===== src/rtl/countdown_timer_pkg.sv =====
// ---------------------------------------------------------------------------
// countdown_timer_pkg
//
// Shared definitions for the countdown timer slice:
//   - FSM state encoding, kept as plain 2-bit constants so legacy blocks that
//     compare against raw codes keep working.
//   - Helper used to size the prescaler counter register.
// ---------------------------------------------------------------------------
package countdown_timer_pkg;

    // FSM state codes. 2'b11 is unused; the FSM sends it back to IDLE.
    localparam logic [1:0] ST_IDLE   = 2'b00;
    localparam logic [1:0] ST_RUN    = 2'b01;
    localparam logic [1:0] ST_PAUSED = 2'b10;

    // Smallest legal prescale ratio. Values below this act like a ratio of 1.
    localparam int MIN_PRESCALE = 1;

    // Width of the prescaler counter: enough bits to hold PRESCALE-1, and never
    // less than one bit, so that a ratio of 1 still gives a valid register.
    function automatic int prescale_width(input int prescale);
        int w;
        if (prescale <= 2) begin
            w = 1;
        end else begin
            w = $clog2(prescale);
        end
        return w;
    endfunction

endpackage : countdown_timer_pkg


===== src/rtl/tick_prescaler.sv =====
// ---------------------------------------------------------------------------
// tick_prescaler
//
// Modulo-PRESCALE cycle counter. Each cycle with 'enable' high advances the
// count. The cycle that would take the count past PRESCALE-1 raises 'tick'
// and returns the count to zero. 'clear' forces the count back to zero and
// takes priority over 'enable'. The count holds when neither is asserted,
// which lets the parent freeze it during a pause.
//
// Ports:
//   CLK     in   clock, rising-edge active
//   RST_N   in   asynchronous active-low reset (count -> 0)
//   clear   in   synchronous clear of the count
//   enable  in   advance the count this cycle
//   tick    out  combinational, high on the enabled cycle that wraps the count
// ---------------------------------------------------------------------------
module tick_prescaler
    import countdown_timer_pkg::*;
#(
    parameter int PRESCALE = 1
) (
    input  logic CLK,
    input  logic RST_N,
    input  logic clear,
    input  logic enable,
    output logic tick
);

    localparam int PW = prescale_width(PRESCALE);

    // Terminal count. With PRESCALE=1 this is zero, so every enabled cycle
    // becomes a tick and the counter never leaves zero.
    localparam logic [PW-1:0] LAST =
        (PRESCALE > MIN_PRESCALE) ? PW'(PRESCALE - 1) : '0;

    logic [PW-1:0] count;

    // The tick is decoded combinationally. This lets the parent act on the
    // wrapping cycle itself and adds no extra cycle of latency to a decrement.
    assign tick = enable && (count == LAST);

    // Counter register. Clear wins over enable. A tick wraps the count to
    // zero instead of incrementing it.
    always_ff @(posedge CLK or negedge RST_N) begin
        if (!RST_N) begin
            count <= '0;
        end else if (clear) begin
            count <= '0;
        end else if (enable) begin
            if (count == LAST) begin
                count <= '0;
            end else begin
                count <= count + PW'(1);
            end
        end
    end

endmodule : tick_prescaler


===== src/rtl/countdown_timer.sv =====
// ---------------------------------------------------------------------------
// countdown_timer
//
// Loadable, pausable down-counter used as a delay and timeout primitive.
// LOAD copies D into Q. START counts Q down to zero, one step every PRESCALE
// un-paused run cycles. Reaching zero raises DONE for one cycle.
//
// Ports:
//   CLK    in   clock, rising-edge active
//   RST_N  in   asynchronous active-low reset
//   LOAD   in   load D into Q and abort any run in progress
//   D      in   value to load (WIDTH bits)
//   START  in   begin counting down from Q (ignored unless idle)
//   PAUSE  in   freeze counting while high
//   Q      out  current count (registered)
//   BUSY   out  high while running or paused
//   DONE   out  one-cycle completion pulse (registered)
//   ZERO   out  Q == 0, decoded from the Q register
// ---------------------------------------------------------------------------
module countdown_timer
    import countdown_timer_pkg::*;
#(
    parameter int WIDTH    = 4,
    parameter int PRESCALE = 1
) (
    input  logic             CLK,
    input  logic             RST_N,
    input  logic             LOAD,
    input  logic [WIDTH-1:0] D,
    input  logic             START,
    input  logic             PAUSE,
    output logic [WIDTH-1:0] Q,
    output logic             BUSY,
    output logic             DONE,
    output logic             ZERO
);

    logic [1:0] state;
    logic       start_accept;
    logic       state_illegal;
    logic       pre_clear;
    logic       pre_enable;
    logic       tick;

    // A START only begins a run from IDLE with something left to count.
    // LOAD in the same cycle overrides it.
    assign start_accept = (state == ST_IDLE) && START && !LOAD && (Q != '0);

    assign state_illegal = (state != ST_IDLE) && (state != ST_RUN) &&
                           (state != ST_PAUSED);

    // The prescaler restarts from zero on every load and on every new run,
    // so the first decrement always lands exactly PRESCALE advance cycles
    // after START. It also restarts when the FSM recovers from a corrupted
    // state code. It is left alone while paused, so a pause resumes the
    // partial interval rather than restarting it.
    assign pre_clear = LOAD || start_accept || state_illegal;

    // Only un-paused cycles in RUN advance the prescaler. The cycle that
    // leaves PAUSED sits in PAUSED state, so it does not advance either.
    assign pre_enable = (state == ST_RUN) && !PAUSE && !LOAD;

    tick_prescaler #(
        .PRESCALE (PRESCALE)
    ) u_prescaler (
        .CLK    (CLK),
        .RST_N  (RST_N),
        .clear  (pre_clear),
        .enable (pre_enable),
        .tick   (tick)
    );

    // Main FSM together with the Q and DONE registers. Priority is reset,
    // then LOAD, then the per-state behaviour. DONE defaults low every cycle,
    // so it can only ever be a single-cycle pulse.
    always_ff @(posedge CLK or negedge RST_N) begin
        if (!RST_N) begin
            state <= ST_IDLE;
            Q     <= '0;
            DONE  <= 1'b0;
        end else begin
            DONE <= 1'b0;
            if (LOAD) begin
                Q     <= D;
                state <= ST_IDLE;
            end else begin
                case (state)
                    ST_IDLE: begin
                        if (START) begin
                            if (Q != '0) begin
                                state <= ST_RUN;
                            end else begin
                                // Nothing to count: complete at once.
                                DONE <= 1'b1;
                            end
                        end
                    end

                    ST_RUN: begin
                        if (PAUSE) begin
                            state <= ST_PAUSED;
                        end else if (tick) begin
                            if (Q <= WIDTH'(1)) begin
                                // Last step, or a zero count that should not
                                // be here at all. Finish without wrapping.
                                Q     <= '0;
                                state <= ST_IDLE;
                                DONE  <= 1'b1;
                            end else begin
                                Q <= Q - WIDTH'(1);
                            end
                        end
                    end

                    ST_PAUSED: begin
                        if (!PAUSE) begin
                            state <= ST_RUN;
                        end
                    end

                    default: begin
                        state <= ST_IDLE;
                    end
                endcase
            end
        end
    end

    // Output decode, taken straight from the registers.
    assign BUSY = (state != ST_IDLE);
    assign ZERO = (Q == '0);

endmodule : countdown_timer


===== config.mk =====
export PLATFORM = sky130hd
export DESIGN_NAME = countdown_timer
export DESIGN_NICKNAME = d
export VERILOG_FILES = /design/src/rtl/countdown_timer_pkg.sv /design/src/rtl/tick_prescaler.sv /design/src/rtl/countdown_timer.sv
export SDC_FILE = /design/constraint.sdc
export NUM_CORES = 1
export LEC_CHECK = 0
export ABC_AREA = 1
export ABC_CLOCK_PERIOD_IN_PS = 1900
export BUFFER_PORTS_ARGS = -buffer_cell sky130_fd_sc_hd__buf_2
export CAP_MARGIN = 20
export CORE_AREA = 2 2 39 41
export CTS_BUF_LIST = sky130_fd_sc_hd__clkbuf_16
export CTS_CLUSTER_SIZE = 24
export DETAILED_ROUTE_END_ITERATION = 8
export DIE_AREA = 0 0 41 43
export PLACE_DENSITY = 0.74
export SYNTH_ARGS = -nofsm -noshare
export SYNTH_HDL_FRONTEND = slang
export SYNTH_HIERARCHICAL = 1
export SYNTH_SLANG_ARGS = --single-unit

===== constraint.sdc =====
create_clock -name CLK -period 1.9 [get_ports CLK]
set_input_delay 0.38 -clock CLK [delete_from_list [all_inputs] [get_ports CLK]]
set_output_delay 0.38 -clock CLK [all_outputs]
set_load 0.1 [all_outputs]

After elaboration in Yosys (flattened, before gate mapping)
Index checks and enable logic that the tools add are counted.
{ "totals": {"ramBits": 0, "output_inout_bits": 7, "inputBits": 9, "register_bits": 8, "latch_bits": 0, "mem_count": 0, "rom_bits": 0} }
{ "classes": {"n_shift": 0, "div": 0, "n_eq_ne": 10, "add_sub_neg": 2, "bitwise": 1, "n_mux": 23, "n_lt_le_gt_ge": 1, "n_reduce_logical": 21, "n_mul": 0} }
{ "op_table": {"columns": ["op", "count"], "rows": [
  ["two-way mux 4 bit", 5],
  ["two-way mux 2 bit", 7],
  ["two-way mux 1 bit", 9],
  ["logical AND 1 bit", 8],
  ["nonzero test 2 bit", 4],
  ["inequality test 3 bit, second input constant", 2],
  ["one-hot mux 2 bit (3 select lines)", 1],
  ["AND reduction 5 bit", 1],
  ["<= comparator 4 x 1 -> 1 bit, second input constant", 1],
  ["logical NOT 4 bit", 1],
  ["inequality test 2 bit, second input constant", 2],
  ["inequality test 4 x 3 -> 1 bit, second input constant", 1],
  ["inequality test 4 bit, second input constant", 1],
  ["nonzero test 4 bit", 1],
  ["subtractor 4 x 1 -> 4 bit, second input constant", 1],
  ["inequality test 3 x 2 -> 1 bit, second input constant", 1],
  ["AND reduction 3 bit", 1],
  ["equality test 2 x 1 -> 1 bit, second input constant", 1],
  ["equality test 2 bit, second input constant", 1],
  ["logical NOT 1 bit", 2],
  ["logical NOT 2 bit", 1],
  ["logical OR 1 bit", 2],
  ["inequality test 2 x 1 -> 1 bit, second input constant", 1],
  ["one-hot mux 1 bit (2 select lines)", 1],
  ["2 further kinds", 2]
]} }

Longest topological paths before layout
{ "logic_depth": {"ltp_word": 8, "depth_mapped": 9, "mapped_depth_nobuf": 9} }

Modules after synthesis
Netlist, hierarchy kept.
{ "by_module_without_submodules": {"columns": ["mod", "seq_area_each_um2", "area_each_um2", "cells_per_inst", "instances"], "rows": [
  ["countdown_timer", 175.2, 509.2, 70, 1],
  ["tick_prescaler", 0.0, 7.5, 1, 1]
]} }

Worst setup path after synthesis
No wires, ideal clock.
{ "synth_timing": {"path_kind": "reg-to-reg", "startpoint": "reg Q[0]", "endpoint": "reg DONE", "setup_time_ps": 128, "arrival_ps": 2091, "setup_slack_ps": -319, "synth_period_minus_slack_ps": 2219, "n_path_buf": 0, "stages_incl_launch_ff": 7, "path_cell_list": "dfrtp_1 -> inv_1 -> ha_1 -> nand2_1 -> inv_1 -> nand3_1 -> o31ai_1"} }
{ "synth_via": {"elab_chain_len": 6} }
{ "synth_rtl": {"columns": ["element", "line_no", "rtl"], "rows": [
  ["start, declared", "countdown_timer.sv:32", "output logic [WIDTH-1:0] Q,"],
  ["start signal, assigned", "countdown_timer.sv:110", "Q <= Q - WIDTH'(1);"],
  ["<= comparator 4 x 1 -> 1 bit", "countdown_timer.sv:103", "if (Q <= WIDTH'(1)) begin"],
  ["two-way mux 1 bit", "countdown_timer.sv:103", null],
  ["two-way mux 1 bit", "countdown_timer.sv:102", "end else if (tick) begin"],
  ["two-way mux 1 bit", "countdown_timer.sv:100", "if (PAUSE) begin"],
  ["one-hot mux 1 bit (2 select lines) (*)", "countdown_timer.sv:87", "case (state)"],
  ["two-way mux 1 bit (*)", "countdown_timer.sv:83", "if (LOAD) begin"],
  ["end signal, assigned", "countdown_timer.sv:82", "DONE <= 1'b0;"],
  ["end signal, assigned", "countdown_timer.sv:94", "DONE <= 1'b1;"],
  ["end signal, assigned", "countdown_timer.sv:108", "DONE <= 1'b1;"],
  ["end, declared", "countdown_timer.sv:34", "output logic DONE,"]
]} }
Mark *: on every way between the ends. The rest lies on a longest branch, timed or not.
A chain may end at the register's enable or synchronous reset.

Final worst setup path
{ "layout_timing": {"startpoint": "reg Q[0]", "endpoint": "out ZERO"} }
{ "layout_via": {"elab_chain_len": 1} }
{ "layout_rtl": {"columns": ["element", "line_no", "rtl"], "rows": [
  ["logical NOT 4 bit", "countdown_timer.sv:131", "assign ZERO = (Q == '0);"],
  ["end, declared", "countdown_timer.sv:35", "output logic ZERO"]
]} }
No other way between the ends.

==> impl_results.md <==
- Setup TNS Final: 0 ns
- Final Hold Vio Count: 0
- Drt drc: 0
- CP peak stage delay: 0.48 ns
- CP required: 1.52 ns
- GPL Wtd Cong: 0.753
- Crit path max-delay family: flip-flops
- Final worst setup slack: 0.151 ns
- Post-DP HPWL: around 860 um
- Status: finished, final reports clean
- Fillcell total: approximately 130
- 1st-iter DRT viols: 24
- CP Class: register to output port
- Yosys warns: 6
- Die H: 43 um
- Tightest Pin Transition: around 0.5 ns
- Clk sinks: 7
- Vias per cell: about 4.7
- Met1 Wirelength: roughly 460 um
- Vias: between 400 and 500
- Num rows: 14
- Largest net degree at the start of global routing: 10
- Root Buffer Master: clkbuf_16
- Initial Util: 0.366
- Largest fanout on the critical path: 4
- First-pass GRT wire length: roughly 1700 um
- Final Critical Period: 1.75 ns
- Worst Setup Start Kind: register
- Worst Path Buf+Inv: 3
- Clock slew at reported path FFs: 0.04 ns
- WP data arrival: 1.37 ns
- Synthesized area: a little over 500 um^2
- Core area: 1380 um^2
- Clock Skews: roughly 0.00065 ns
- # port buffers: 15
- Initial antenna violation count: 0
- WL/cell: about 11 um
- Crit end category: output port
- Register Area: around 190 um^2
- Area growth, synth to finish: 38.3%
- Num ports: 16
- Post-CTS sizing: 0
- Final worst-path cycle share: 0.921
- Cell count after synthesis: 69
- Die Width: a little over 40 um
- Final Power: ~840 uW
- NumNets Final: 100
- DIE AREA: around 1800 um^2
- Max-slew headroom: 0.672
- Final setup viols: 0
- Metal3 WL: about 37 um
- CTS tree: yes
- Path type of the worst min-delay path: input pin to register
- Dpl ws: around 0.39 ns
- Leakage: 0.366 nW
- Pins Over Slew Limit: 0
- Mean Syn Cell Area: approximately 7.3 um^2
- Metal2 WL: just under 600 um
- H-tree Lvls: 1
- Post-synthesis net count: just over 80
- Number of global-route vias before repair: 418
- RSZ-0062 raised after global routing: false
- ANT cells: 0
- CP max stage cell: dfrtp_4
- Final wirelength: between 1000 and 1500 um
- Area of the multi-input gates: around 280 um^2
- CP cell instances: inv_1 -> ha_1 -> nand2_1 -> clkinvlp_4 -> buf_12
- TritonRoute pass-1 iters: 4
- Clock Tree Buf Depth: 2
- GRT overflow: 0
- Share of cells above drive strength 1: 0.379
- Final ANT Viol Nets: 0
- Max Cap Viol: 0
- Top sig layer: met4
- Worst IR drop on VDD: 0.507 mV
- Max Fclk: roughly 570 MHz
- PwrDens: between 1000 and 1500 nW/um^2
- GRT Overall Usage: 0.151
- WHS: between 0.3 and 0.4 ns
- Clk_lat worst skew: 0.23 ns
- CTS Buf Count: 3
==> state kept, by name (all words and copies together), names as in the netlist <==
| name | count |
|---|---|
| Q | 4 |
| state | 2 |
| DONE | 1 |
==> metal layers <==
metal | vias up | GRT usage
met5 | - | 0
met4 | 0 | 0.120
met3 | 2 | 0.0314
met2 | 15 | 0.222
met1 | 221 | 0.180
li1 | 248 | -
==> layout make-up <==
| type | instances | area share |
|---|---|---|
| repair buffers | 16 | 0.143 |
| flip-flops and latches | 7 | 0.264 |
| clock inverters | 1 | 0.00536 |
| clock buffers | 3 | 0.107 |
| well taps | 16 | 0.0286 |
| inverters | 10 | 0.0589 |
| multi-input cells | 50 | 0.393 |
==> metrics by stage <==
| stage | utilization | instance area, um^2 | cells |
|---|---|---|---|
| after floorplan | - | 520 | 69 |
| after global placement | 0.442 | 612 | 98 |
| after detailed placement | 0.442 | 612 | 98 |
| after CTS | 0.506 | 701 | 103 |
| after global routing | 0.506 | 701 | 103 |
| final | 0.506 | 701 | 103 |
==> path summary, 6_finish.rpt <==
path,cells past startpoint,start,endpoint,slack (ns)
worst max-delay path,5,Q[0]$_DFFE_PN0P_,ZERO,0.15
worst min-delay path,3,D[1],Q[1]$_DFFE_PN0P_,0.36
worst max register to register,9,Q[0]$_DFFE_PN0P_,Q[3]$_DFFE_PN0P_,0.50
worst min register to register,2,Q[2]$_DFFE_PN0P_,Q[2]$_DFFE_PN0P_,0.54
max in group asynchronous,2,RST_N,Q[0]$_DFFE_PN0P_,1.20
min in group asynchronous,2,RST_N,Q[1]$_DFFE_PN0P_,0.52
==> placed cells by master, fill, tap and decap left out <==
cell type and instances:
buf_12 1, buf_2 14, clkbuf_16 3, clkinvlp_4 1
dfrtp_1 3, dfrtp_2 2, dfrtp_4 2, dlygate4sd3_1 1
ha_1 3, inv_1 8, inv_2 2, nand2_1 22
nand2_2 2, nand3_1 7, nand3_2 3, nand4_1 1
nor2_1 6, nor2_2 2, nor2_4 1, o31ai_1 1
xnor2_1 2
==> power breakdown <==
| part | switching, mW | internal (mW) |
|---|---|---|
| clock | 0.0861 | 0.274 |
| sequential | 0.0198 | 0.172 |
| combinational | 0.219 | 0.0665 |
==> timing repair <==
| item | CTS | global route |
|---|---|---|
| hold buffers | 1 | 0 |
| endpoints found under the hold margin | 7 | 0 |
| buffers inserted | 0 | 0 |
==> worst reg2reg max path: stages, from the launching register on <==
cell     delay [ns]
dfrtp_4        0.48
inv_1          0.12
ha_1           0.21
inv_1          0.05
nand2_1        0.08
nand2_1        0.05
nand2_1        0.11
nor2_2         0.05
nand2_1        0.08
nand3_2        0.06
(Power assumes the default switching activity.)
